<file path="src/rtl/data_io_bridge.sv">
// CPU data-port bridge: RAM/IO decode, LED, cycle counter, UART TX with FIFO.
// Read data 1 cycle after address for both RAM and IO; ram_we is combinational.
// No stall to the CPU: TX pushes into a full FIFO are dropped and flag overflow.
module data_io_bridge #(
  parameter logic [13:0] IO_BASE    = 14'h3FF0,
  parameter int          FIFO_DEPTH = 4,
  parameter logic [15:0] BAUD_RESET = 16'd434
) (
  input  logic        clk,
  input  logic        nRst,
  input  logic [13:0] cpu_addr,
  input  logic [31:0] cpu_wdata,
  input  logic        cpu_we,
  output logic [31:0] cpu_rdata,
  output logic        ram_we,
  input  logic [31:0] ram_rdata,
  output logic [7:0]  led,
  output logic        uart_tx,
  output logic        irq_tx_empty
);

  localparam int PW = $clog2(FIFO_DEPTH);
  localparam int LW = PW + 1;

  typedef enum logic [1:0] {S_IDLE, S_START, S_DATA, S_STOP} state_t;

  logic          w_io_sel;
  logic [3:0]    w_idx;
  logic          w_wr_io;
  logic          w_wr_led, w_wr_cyc, w_wr_stat, w_wr_tx, w_wr_baud;
  logic [31:0]   w_io_val;
  logic [31:0]   w_status;

  logic [7:0]    r_led;
  logic [31:0]   r_cycle;
  logic [15:0]   r_baud;
  logic          r_ovf;
  logic          r_sel_q;
  logic [31:0]   r_io_rdata_q;
  logic          r_irq;

  logic [7:0]    r_fifo [FIFO_DEPTH];
  logic [PW-1:0] r_wptr, r_rptr;
  logic [LW-1:0] r_level;
  logic          w_full, w_empty, w_push, w_pop;

  state_t        r_state, w_state_nxt;
  logic [7:0]    r_shift, w_shift_nxt;
  logic [15:0]   r_bcnt, w_bcnt_nxt;
  logic [2:0]    r_bidx, w_bidx_nxt;
  logic [15:0]   w_reload;
  logic          w_tx;

  assign w_io_sel  = (cpu_addr[13:4] == IO_BASE[13:4]);
  assign w_idx     = cpu_addr[3:0];
  assign w_wr_io   = cpu_we & w_io_sel;
  assign w_wr_led  = w_wr_io & (w_idx == 4'd0);
  assign w_wr_cyc  = w_wr_io & (w_idx == 4'd1);
  assign w_wr_stat = w_wr_io & (w_idx == 4'd2);
  assign w_wr_tx   = w_wr_io & (w_idx == 4'd3);
  assign w_wr_baud = w_wr_io & (w_idx == 4'd4);

  assign ram_we    = cpu_we & ~w_io_sel;

  assign w_full    = (r_level == LW'(FIFO_DEPTH));
  assign w_empty   = (r_level == '0);
  // Fullness is judged on the registered level, so a same-cycle pop never rescues a push.
  assign w_push    = w_wr_tx & ~w_full;

  // A divider of 0 runs like 1: each bit lasts one cycle.
  assign w_reload  = (r_baud == 16'd0) ? 16'd0 : (r_baud - 16'd1);

  assign w_status  = {23'd0, 5'(r_level), r_ovf, (r_state != S_IDLE), w_empty, w_full};

  // IO register read mux, indexed by the low address nibble.
  always_comb begin
    w_io_val = 32'd0;
    case (w_idx)
      4'd0:    w_io_val = {24'd0, r_led};
      4'd1:    w_io_val = r_cycle;
      4'd2:    w_io_val = w_status;
      4'd4:    w_io_val = {16'd0, r_baud};
      default: w_io_val = 32'd0;
    endcase
  end

  // Control/status registers, read pipeline, FIFO pointers and level.
  always_ff @(posedge clk) begin
    if (nRst) begin
      r_led        <= 8'd0;
      r_cycle      <= 32'd0;
      r_baud       <= BAUD_RESET;
      r_ovf        <= 1'b0;
      r_sel_q      <= 1'b0;
      r_io_rdata_q <= 32'd0;
      r_irq        <= 1'b0;
      r_wptr       <= '0;
      r_rptr       <= '0;
      r_level      <= '0;
    end else begin
      r_sel_q      <= w_io_sel;
      r_io_rdata_q <= w_io_val;
      r_irq        <= w_empty & (r_state == S_IDLE);
      if (w_wr_led)  r_led  <= cpu_wdata[7:0];
      if (w_wr_baud) r_baud <= cpu_wdata[15:0];
      if (w_wr_cyc)  r_cycle <= cpu_wdata;
      else           r_cycle <= r_cycle + 32'd1;
      if (w_wr_tx & w_full)                r_ovf <= 1'b1;
      else if (w_wr_stat & cpu_wdata[3])   r_ovf <= 1'b0;
      if (w_push) r_wptr <= r_wptr + PW'(1);
      if (w_pop)  r_rptr <= r_rptr + PW'(1);
      case ({w_push, w_pop})
        2'b10:   r_level <= r_level + LW'(1);
        2'b01:   r_level <= r_level - LW'(1);
        default: r_level <= r_level;
      endcase
    end
  end

  // FIFO storage; contents need no reset since the level gates every read.
  always_ff @(posedge clk) begin
    if (w_push) r_fifo[r_wptr] <= cpu_wdata[7:0];
  end

  // UART state, shifter and bit timer registers.
  always_ff @(posedge clk) begin
    if (nRst) begin
      r_state <= S_IDLE;
      r_shift <= 8'd0;
      r_bcnt  <= 16'd0;
      r_bidx  <= 3'd0;
    end else begin
      r_state <= w_state_nxt;
      r_shift <= w_shift_nxt;
      r_bcnt  <= w_bcnt_nxt;
      r_bidx  <= w_bidx_nxt;
    end
  end

  // UART 8N1 next state; the bit timer reloads from the live divider at each bit boundary.
  always_comb begin
    w_state_nxt = r_state;
    w_shift_nxt = r_shift;
    w_bcnt_nxt  = r_bcnt;
    w_bidx_nxt  = r_bidx;
    w_pop       = 1'b0;
    w_tx        = 1'b1;
    case (r_state)
      S_IDLE: begin
        if (!w_empty) begin
          w_pop       = 1'b1;
          w_shift_nxt = r_fifo[r_rptr];
          w_bcnt_nxt  = w_reload;
          w_bidx_nxt  = 3'd0;
          w_state_nxt = S_START;
        end
      end
      S_START: begin
        w_tx = 1'b0;
        if (r_bcnt == 16'd0) begin
          w_bcnt_nxt  = w_reload;
          w_state_nxt = S_DATA;
        end else begin
          w_bcnt_nxt = r_bcnt - 16'd1;
        end
      end
      S_DATA: begin
        w_tx = r_shift[0];
        if (r_bcnt == 16'd0) begin
          w_bcnt_nxt = w_reload;
          if (r_bidx == 3'd7) begin
            w_state_nxt = S_STOP;
          end else begin
            w_shift_nxt = {1'b0, r_shift[7:1]};
            w_bidx_nxt  = r_bidx + 3'd1;
          end
        end else begin
          w_bcnt_nxt = r_bcnt - 16'd1;
        end
      end
      S_STOP: begin
        if (r_bcnt == 16'd0) w_state_nxt = S_IDLE;
        else                 w_bcnt_nxt  = r_bcnt - 16'd1;
      end
      default: w_state_nxt = S_IDLE;
    endcase
  end

  assign uart_tx      = w_tx;
  assign irq_tx_empty = r_irq;
  assign led          = r_led;
  assign cpu_rdata    = r_sel_q ? r_io_rdata_q : ram_rdata;

endmodule

</file>
<file path="config.mk">
export PLATFORM = sky130hd
export DESIGN_NAME = data_io_bridge
export DESIGN_NICKNAME = d
export VERILOG_FILES = /design/src/rtl/data_io_bridge.sv
export SDC_FILE = /design/constraint.sdc
export NUM_CORES = 1
export LEC_CHECK = 0
export ABC_AREA = 1
export BUFFER_PORTS_ARGS = -buffer_cell sky130_fd_sc_hd__buf_4
export CAP_MARGIN = 25
export CORE_ASPECT_RATIO = 0.7
export CORE_MARGIN = 3
export CORE_UTILIZATION = 35
export DETAILED_ROUTE_END_ITERATION = 7
export GPL_TIMING_DRIVEN = 0
export PLACE_DENSITY_LB_ADDON = 0.05
export SLEW_MARGIN = 10
export SYNTH_ARGS = -nofsm -noshare
export SYNTH_HDL_FRONTEND = slang
export SYNTH_SLANG_ARGS = --single-unit
</file>
<file path="constraint.sdc">
create_clock -name clk -period 4 [get_ports clk]
set_clock_uncertainty 0.1 [all_clocks]
set_input_delay 0.2 -clock clk [delete_from_list [all_inputs] [get_ports clk]]
set_output_delay 0.2 -clock clk [all_outputs]
set_load 0.01 [all_outputs]
</file>
==> flow_metrics.env, run 1 <==
export IMPL_cts_resized_gates=0
export IMPL_min_period_ps=2850
export IMPL_number_of_enable_type_register_cells_in_the_synthesized_netlist=32
export IMPL_critical_path_peak_fanout=10
export IMPL_cpMaxStageDelayCell="nor2_1"
export IMPL_post_route_drc_count=0
export IMPL_count_of_cell_types_in_the_netlist=46
export IMPL_maxSlewHeadroom=0.332
export IMPL_clock_root_buffer="clkbuf_16"
export IMPL_synth_area_per_cell_sq_um=7.36
export IMPL_worstSkewPairLatency_ps=440
export IMPL_grt_remaining_overflow=0
export IMPL_synthDominantCellAreaShare=0.305
export IMPL_critical_path_max_stage_delay_ps=530
export IMPL_coreArea_sq_um=23200
export IMPL_first_global_vias=7450
export IMPL_ir_drop_mv=0.288
export IMPL_setup_crit_start_kind="flop"
export IMPL_final_count_of_pins_violating_max_slew=0
export IMPL_yosys_warnings=0
export IMPL_num_io_pins=124
export IMPL_clock_sinks=161
export IMPL_area_growth_pct=26.1
export IMPL_maxClockFrequency_ghz=0.351
export IMPL_wl_per_cell_microns=16.4
export IMPL_portBuffers=122
export IMPL_fin_total_pwr_mw=5.38
export IMPL_hold_viol=0
export IMPL_critical_path_required_ps=4220
export IMPL_endpoint_kind="flop"
export IMPL_grt_max_degree=19
export IMPL_fraction_of_layout_cells_with_a_size_suffix_above_1=0.165
export IMPL_drt_pre_antenna_iters=5
export IMPL_synth_area_leaders="dfxtp_1 30%, edfxtp_1 11%, nand2_1 9.4%, nor2_1 7.6%, inv_1 6.1%"
export IMPL_power_density_nw_per_um2=504
export IMPL_postSynthNetCount=1248
export IMPL_die_width_microns=192
export IMPL_rsz0062_at_grt="false"
export IMPL_max_cap_violation_count=0
export IMPL_antenna_found_initial=0
export IMPL_via_count=7947
export IMPL_leakage_nw=4.49
export IMPL_final_wtd_congestion=0.868
export IMPL_min_path_type="in2reg"
export IMPL_floorplan_rows=46
export IMPL_worst_setup_hold_path_clk_slew_ps=70
export IMPL_clock_tree_htree_level_count=4
export IMPL_antenna_cells=0
export IMPL_groute_usage_overall=0.211
export IMPL_clock_tree_buffer_depth=2
export IMPL_async_reset_ff_frac=0
export IMPL_worstMarginPinSlew_ps=1000
export IMPL_setup_viol=0
export IMPL_cp_cell_sequence="inv_1, ha_1, clkinv_1, nor2_1, ha_1, inv_1, fa_1, a21oi_1, o21ai_0, o21ai_0, a21oi_1"
export IMPL_initial_core_util=0.365
export IMPL_worst_endpoint_arrival_ps=3070
export IMPL_critical_path_class="reg2reg"
export IMPL_drt_iter0_drc=491
export IMPL_synth_cells=1151
export IMPL_synthesized_cell_area_sq_um=8470
export IMPL_setup_tns_final_ps=0
export IMPL_die_area_sq_um=26100
export IMPL_yosys_most_used_dff="dfxtp_1"
export IMPL_run_status="completed"
export IMPL_mostFrequentLayoutCells="213 x nand2_1, 172 x nor2_1, 137 x inv_1"
export IMPL_finalWirelength_mm=27.1
export IMPL_postCtsSetupRepairBufs=0
export IMPL_grt_pass1_wl_mm=42.2
export IMPL_cts_made_buffers=17
export IMPL_synth_seq_area_share=0.418
export IMPL_final_period_utilization=0.712
export IMPL_tritoncts="built"
export IMPL_dieHeight_microns=136
export IMPL_vias_per_cell=4.82
export IMPL_postSynthRegisterBits=161
export IMPL_synth_area_leader_cell="dfxtp_1"
export IMPL_dp_hpwl_mm=20.9
export IMPL_mostFrequentLayoutCell="nand2_1"
export IMPL_postRouteAntennaNets=0
export IMPL_nNetsFinal=1421
-- routing by layer --
metal  global-route usage  routed length (microns)  up-vias
li1                     -                        -     4093
met1                0.337                    14500     3615
met2                0.295                    10800      216
met3               0.0348                     1560       23
met4               0.0424                      248        0
met5                    0                        0        -
-- cell usage after synthesis, types with 2 or more instances --
library cell / n
xor2_1: 27
nand3_1: 98
nand4_1: 4
buf_2: 8
or2_2: 2
and2_1: 2
o21a_1: 8
o21ai_0: 70
dfxtp_1: 129
or2_0: 7
buf_6: 3
nand2_2: 4
a31oi_1: 2
or2_1: 3
nand3_2: 4
xnor2_1: 2
nor2_4: 3
ha_1: 15
nor3_1: 30
nand2_1: 213
a21oi_1: 57
mux2_2: 32
clkinv_1: 3
o21ai_1: 3
nor2_2: 5
a41oi_1: 2
nor2_1: 172
o22ai_1: 4
clkbuf_1: 23
nand3b_1: 6
buf_4: 2
o211ai_1: 7
buf_1: 7
edfxtp_1: 32
a211oi_1: 15
inv_1: 137
-- critical path: cells and delay by family, from the launching register on --
family | cells | cell delay (ps)
buffers and inverters | 3 | 480
adder cells (fa/ha/maj) | 3 | 830
flip-flops | 1 | 340
AO/OA/AOI/OAI | 4 | 470
AND/OR/NAND/NOR | 1 | 530
-- cell type report --
class                           instances  area, sq um
Clock buffer                           17          425
Timing Repair Buffer                  154         1240
Fill cell                            2361        12500
Tap cell                              312          390
Buffer                                 43          201
Inverter                              142          536
Multi-Input combinational cell        805         4190
Sequential cell                       161         3540
Clock inverter                         15          159
-- stage by stage --
stage	hold slack (ps)	util	cell area [sq um]	worst slack, ps	std cells
2_1_floorplan	199	-	8470	1770	1151
5_1_grt	136	0.461	10700	767	1649
3_5_place_dp	321	0.422	9780	1180	1585
4_1_cts	109	0.461	10700	1170	1649
3_3_place_gp	321	0.422	9780	1220	1585
6_report	113	0.461	10700	1150	1649
-- cells by family after synthesis --
family | Yosys count | share of synthesized area
adders and majority gates | 16 | 0.0245
xor gates and xnor gates | 29 | 0.0300
DFF | 161 | 0.418
and+or+nand+nor | 556 | 0.283
AOI/OAI and AO/OA | 172 | 0.115
buffers and inverters | 185 | 0.0870
muxes | 32 | 0.0425
-- timing repair --
item	4_1_cts	5_1_grt
endpoints found under the setup margin	0	0
hold endpoints to repair	75	0
hold buffers	32	0
-- flip-flops by register name, summed over array words and instances (netlist names), named ones only --
register	cells
r_cycle	32
r_fifo	32
r_io_rdata_q	32
r_baud	16
r_bcnt	16
led	8
r_shift	8
r_bidx	3
r_level	3
r_rptr	2
r_state	2
r_wptr	2
irq_tx_empty	1
r_ovf	1
r_sel_q	1
-- power breakdown --
group          internal [mW]  total [mW]  switching [mW]
combinational          0.664        1.85            1.18
clock                  0.841        1.65           0.814
sequential              1.79        1.88          0.0953
total                   3.29        5.38            2.09
-- worst paths after layout --
path,from,to,slack [ps],depth (start not counted)
max,r_state[0],r_level[2],1150,11
min,cpu_addr[13],r_sel_q,110,5
max reg2reg,r_state[0],r_level[2],1150,11
min reg2reg,r_ovf,r_ovf,370,2
No activity file was read; power rests on OpenSTA's default activity.
==> run 2: changes to the inputs <==
clock period = 2.7 ns   (was 4 ns; I/O delays follow)
==> run 2 against run 1 <==
Effect of this change: combinational power increased by 50%; hold slack got worse by 61 ps; setup slack got worse by 880 ps; power increased by 49%; largest cell class unchanged.
==> flow_metrics.env, run 2 (synthesis gave the netlist of run 1 again) <==
export IMPL_hold_viol=0
export IMPL_total_switching_power_mw=3.12
export IMPL_worstSkewPairLatency_ps=440
export IMPL_nNetsFinal=1422
export IMPL_die_area_sq_um=26100
export IMPL_initial_core_util=0.365
export IMPL_critical_path_peak_fanout=10
export IMPL_final_period_utilization=0.898
export IMPL_portBuffers=122
export IMPL_met3_usage=0.0348
export IMPL_tritoncts="built"
export IMPL_first_global_vias=7450
export IMPL_clock_root_buffer="clkbuf_16"
export IMPL_postRouteAntennaNets=0
export IMPL_min_path_type="in2reg"
export IMPL_critical_register_to_register_path_startpoint="r_state[0]"
export IMPL_coreArea_sq_um=23200
export IMPL_pwr_share_clk=0.306
export IMPL_power_density_nw_per_um2=748
export IMPL_maxSlewHeadroom=0.439
export IMPL_comb_power_share=0.347
export IMPL_design_area_sq_um=10700
export IMPL_grt_remaining_overflow=0
export IMPL_endpoint_kind="output port"
export IMPL_busiest_layer="met1"
export IMPL_wl_per_cell_microns=16.4
export IMPL_clock_sinks=161
export IMPL_drt_iter0_drc=474
export IMPL_groute_usage_overall=0.212
export IMPL_cp_cell_sequence="clkbuf_1, clkdlybuf4s15_2, mux2_2, buf_4"
export IMPL_critical_path_class="reg2out"
export IMPL_netSwitchingFraction=0.389
export IMPL_post_route_drc_count=0
export IMPL_die_width_microns=192
export IMPL_grt_max_degree=19
export IMPL_hp_start="cpu_addr[13]"
export IMPL_setup_crit_start_kind="flop"
export IMPL_rsz0062_at_grt="false"
export IMPL_critPathBufInv=3
export IMPL_antenna_found_initial=0
export IMPL_min_period_ps=2430
export IMPL_clock_tree_buffer_depth=2
export IMPL_setup_tns_final_ps=0
export IMPL_maxClockFrequency_ghz=0.412
export IMPL_endpoint_of_the_worst_slack_reg_to_reg_timing_path="r_level[2]"
export IMPL_worstMarginPinSlew_ps=839
export IMPL_regToRegSetupSlack_ps=330
export IMPL_clock_tree_htree_level_count=4
export IMPL_finalWirelength_mm=27.1
export IMPL_floorplan_rows=46
export IMPL_vias_per_cell=4.80
export IMPL_grt_pass1_wl_mm=42.2
export IMPL_via_count=7928
export IMPL_path_depth_of_the_worst_reg2reg_path=11
export IMPL_timing_critical_path_max_delay_family="buffers and inverters"
export IMPL_hold_end="r_sel_q"
export IMPL_cpMaxStageDelayCell="clkdlybuf4s15_2"
export IMPL_post_dp_cell_area_sq_um=9780
export IMPL_critical_path_max_stage_delay_ps=560
export IMPL_reg_top3="r_cycle: 32 flops, r_fifo: 32 flops, r_io_rdata_q: 32 flops"
export IMPL_sequential_cell_area_sq_um=3540
export IMPL_mostFrequentLayoutCells="213 x nand2_1, 171 x nor2_1, 137 x inv_1"
export IMPL_nFillCells=2364
export IMPL_area_growth_pct=26.4
export IMPL_leakage_nw=4.50
export IMPL_max_cap_violation_count=0
export IMPL_mostFrequentLayoutCell="nand2_1"
export IMPL_drt_pre_antenna_iters=5
export IMPL_global_route_usage_met2=0.295
export IMPL_run_status="completed"
export IMPL_worstSetupStartpoint="r_sel_q"
export IMPL_multiInputGateArea_sq_um=4200
export IMPL_worst_setup_hold_path_clk_slew_ps=70
export IMPL_ir_drop_mv=0.431
export IMPL_fraction_of_layout_cells_with_a_size_suffix_above_1=0.168
export IMPL_antenna_cells=0
export IMPL_critical_path_required_ps=2470
export IMPL_num_io_pins=124
export IMPL_seq_power_share=0.348
export IMPL_final_wtd_congestion=0.868
export IMPL_min_path_cells=5
export IMPL_internal_power_mw=4.90
export IMPL_grtUsageMet1=0.337
export IMPL_dieHeight_microns=136
export IMPL_dp_hpwl_mm=20.9
export IMPL_setup_viol=0
export IMPL_final_count_of_pins_violating_max_slew=0
export IMPL_worst_endpoint_arrival_ps=2190
export IMPL_cts_made_buffers=17
==> run 2: cell types whose count changed in the layout (fill, tap and decap cells not counted) <==
cell | previous run | this run
clkinv_1 | 3 | 2
buf_4 | 124 | 125
clkinvlp_4 | 2 | 3
buf_1 | 7 | 6
nor2_4 | 3 | 4
nor2_1 | 172 | 171
clkdlybuf4s15_2 | 0 | 1
==> run 2: how the worst max path moves through the flow <==
| stage | slack [ps] | depth (start not counted) | end |
|---|---|---|---|
| finish | 270 | 4 | cpu_rdata[1] |
| global route | 20 | 11 | r_level[2] |
| CTS | 6 | 11 | r_level[2] |
| detailed placement | -120 | 11 | r_level[2] |
| global placement | -80 | 11 | r_level[2] |
| floorplan | 470 | 11 | r_level[2] |
==> run 2: final cells by class <==
cell class	instances	share of cell area
tap	312	0.0365
timing repair buffer	155	0.116
inverter	142	0.0504
multi-input combinational	805	0.392
sequential	161	0.331
clock buffer	17	0.0397
clock inverter	15	0.0148
buffer	43	0.0195
==> run 2: power groups by stage <==
stage / clock (mW) / combinational (mW) / sequential (mW)
after floorplan: 0 / 1.92 / 2.81
after global placement: 0 / 2.68 / 2.84
after detailed placement: 0 / 2.68 / 2.84
after CTS: 2.49 / 2.74 / 2.79
after global routing: 2.59 / 3.16 / 2.81
final: 2.45 / 2.78 / 2.79
==> run 2: timing repair <==
item / CTS / global route
buffers inserted: 0 / 1
setup endpoints to repair: 11 / 1
resized for setup: 3 / 2
endpoints found under the hold margin: 86 / 0
hold buffers: 32 / 0
==> run 2: routing by layer <==
metal	share of wire	up-vias
met4	0.0082	0
met3	0.060	19
met2	0.40	224
li1	-	4104
met5	0	-
met1	0.53	3581
==> run 2: tightest hold or removal path, stage by stage <==
cell and delay (ps):
buf_4 110, nand2_1 50, nor2_1 50, nand3_1 150
nor2_1 60
==> run 2: per-stage QoR <==
stage,worst slack [ps],utilization,hold WS [ps],std cells,total power [mW]
floorplan,468,-,134,1151,4.72
global placement,-83.0,0.422,256,1585,5.52
detailed placement,-116,0.422,256,1585,5.52
CTS,6.37,0.461,44.1,1649,8.02
global route,17.8,0.462,71.0,1650,8.56
finish,275,0.462,52.1,1650,8.01
==> run 3: changes to the inputs <==
RECOVER_POWER = 25   (was not set)
==> run 3 against run 2 <==
Effect of this change: non-clock buffer count did not move; final cell count did not move; largest cell class unchanged; count of clock-buffer cells in the layout stayed put; critical path type unchanged; hold slack barely moved.
==> flow_metrics.env, run 3 (synthesis gave the netlist of run 1 again) <==
export IMPL_run_status="completed"
export IMPL_worstMarginPinSlew_ps=813
export IMPL_mostFrequentLayoutCells="213 x nand2_1, 171 x nor2_1, 137 x inv_1"
export IMPL_worst_endpoint_arrival_ps=2190
export IMPL_fraction_of_layout_cells_with_a_size_suffix_above_1=0.154
export IMPL_regToRegSetupSlack_ps=340
export IMPL_grt_remaining_overflow=0
export IMPL_dp_hpwl_mm=20.9
export IMPL_antenna_found_initial=0
export IMPL_clock_root_buffer="clkbuf_16"
export IMPL_via_count=7901
export IMPL_setup_crit_start_kind="flop"
export IMPL_die_width_microns=192
export IMPL_clock_tree_buffer_depth=2
export IMPL_postRouteAntennaNets=0
export IMPL_endpoint_kind="output port"
export IMPL_worstSkewPairLatency_ps=440
export IMPL_post_route_drc_count=0
export IMPL_critical_path_peak_fanout=10
export IMPL_placement_setup_worst_slack_ps=-116
export IMPL_min_path_type="in2reg"
export IMPL_wl_per_cell_microns=16.4
export IMPL_hold_viol=0
export IMPL_min_period_ps=2430
export IMPL_cp_cell_sequence="clkbuf_1, clkdlybuf4s15_2, mux2_2, buf_4"
export IMPL_portBuffers=122
export IMPL_critPathBufInv=3
export IMPL_endpoint_of_the_worst_slack_reg_to_reg_timing_path="r_level[2]"
export IMPL_drt_pre_antenna_iters=5
export IMPL_critical_path_endpoint="cpu_rdata[1]"
export IMPL_postLayoutSetupSlackWorst_ps=274
export IMPL_final_wtd_congestion=0.868
export IMPL_initial_core_util=0.365
export IMPL_critical_path_required_ps=2470
export IMPL_final_period_utilization=0.898
export IMPL_groute_usage_overall=0.212
export IMPL_final_count_of_pins_violating_max_slew=0
export IMPL_num_io_pins=124
export IMPL_reg_top3="r_cycle: 32 flops, r_fifo: 32 flops, r_io_rdata_q: 32 flops"
export IMPL_coreArea_sq_um=23200
export IMPL_floorplan_rows=46
export IMPL_rsz0062_at_grt="false"
export IMPL_critical_register_to_register_path_startpoint="r_state[0]"
export IMPL_clock_tree_htree_level_count=4
export IMPL_cpMaxStageDelayCell="clkdlybuf4s15_2"
export IMPL_ir_drop_mv=0.425
export IMPL_area_growth_pct=25.6
export IMPL_mostFrequentLayoutCell="nand2_1"
export IMPL_maxSlewHeadroom=0.456
export IMPL_worstSetupStartpoint="r_sel_q"
export IMPL_cts_made_buffers=17
export IMPL_tritoncts="built"
export IMPL_worst_path_stages=4
export IMPL_dieHeight_microns=136
export IMPL_first_global_vias=7450
export IMPL_clock_sinks=161
export IMPL_setup_tns_final_ps=0
export IMPL_timing_critical_path_max_delay_family="buffers and inverters"
export IMPL_grt_pass1_wl_mm=42.2
export IMPL_max_cap_violation_count=0
export IMPL_nNetsFinal=1422
export IMPL_drt_iter0_drc=510
export IMPL_critical_path_class="reg2out"
export IMPL_finalWirelength_mm=27.1
export IMPL_grt_max_degree=19
export IMPL_worst_setup_hold_path_clk_slew_ps=70
export IMPL_power_density_nw_per_um2=753
export IMPL_vias_per_cell=4.79
export IMPL_leakage_nw=4.43
export IMPL_antenna_cells=0
export IMPL_path_depth_of_the_worst_reg2reg_path=11
export IMPL_maxClockFrequency_ghz=0.412
export IMPL_die_area_sq_um=26100
export IMPL_setup_viol=0
export IMPL_critical_path_max_stage_delay_ps=560
## run 3: cell count changes in the layout (fill, tap and decap cells not counted), sizes merged
cell,change
buf,-21
clkbuf,+21
## run 3: tightest hold or removal path, stage by stage
cell     delay, ps
buf_4          110
nand2_1         50
nor2_1          50
nand3_1        150
nor2_1          60
## run 3: where the power goes
group	internal [mW]	switching (mW)
Sequential	2.64	0.141
Combinational	0.996	1.77
Clock	1.25	1.21
## run 3: worst min path at each step
stage / start / to / slack, ps / depth (start not counted)
6_report: cpu_addr[13] / r_sel_q / 50 / 5
5_1_grt: cpu_addr[4] / r_sel_q / 70 / 5
4_1_cts: cpu_addr[10] / r_sel_q / 40 / 5
3_5_place_dp: cpu_wdata[1] / r_fifo[2][1] / 260 / 1
3_3_place_gp: cpu_wdata[1] / r_fifo[2][1] / 260 / 1
2_1_floorplan: cpu_wdata[0] / r_fifo[0][0] / 130 / 0
## run 3: repair_timing
action | 4_1_cts | 5_1_grt
buffers inserted | 0 | 1
endpoints found under the hold margin | 86 | 0
resized for setup | 3 | 2
setup endpoints to repair | 11 | 1
hold buffers | 32 | 0
## run 3: area by class of cell
cell class | instances | area, sq um
inverters | 142 | 539
clock buffers | 17 | 425
fillers | 2381 | 12600
well taps | 312 | 390
multi-input cells | 805 | 4200
clock inverters | 15 | 159
repair buffers | 155 | 1170
flip-flops and latches | 161 | 3540
plain buffers | 43 | 209
## run 3: metrics by stage
step | util | total power [mW] | cells | hold WS, ps | instance area [sq um]
after floorplan | - | 4.72 | 1151 | 134 | 8470
after global placement | 0.422 | 5.52 | 1585 | 256 | 9780
after detailed placement | 0.422 | 5.52 | 1585 | 256 | 9780
after CTS | 0.461 | 8.02 | 1649 | 44.1 | 10700
after global routing | 0.459 | 8.55 | 1650 | 71.0 | 10600
final | 0.459 | 8.01 | 1650 | 52.0 | 10600
## run 3: metal layers
| layer | global-route usage | routed length, microns | vias to the layer above |
|---|---|---|---|
| met5 | 0 | 0 | - |
| met4 | 0.0424 | 219 | 0 |
| met3 | 0.0348 | 1390 | 17 |
| met2 | 0.295 | 10900 | 185 |
| met1 | 0.337 | 14600 | 3598 |
| li1 | - | - | 4101 |
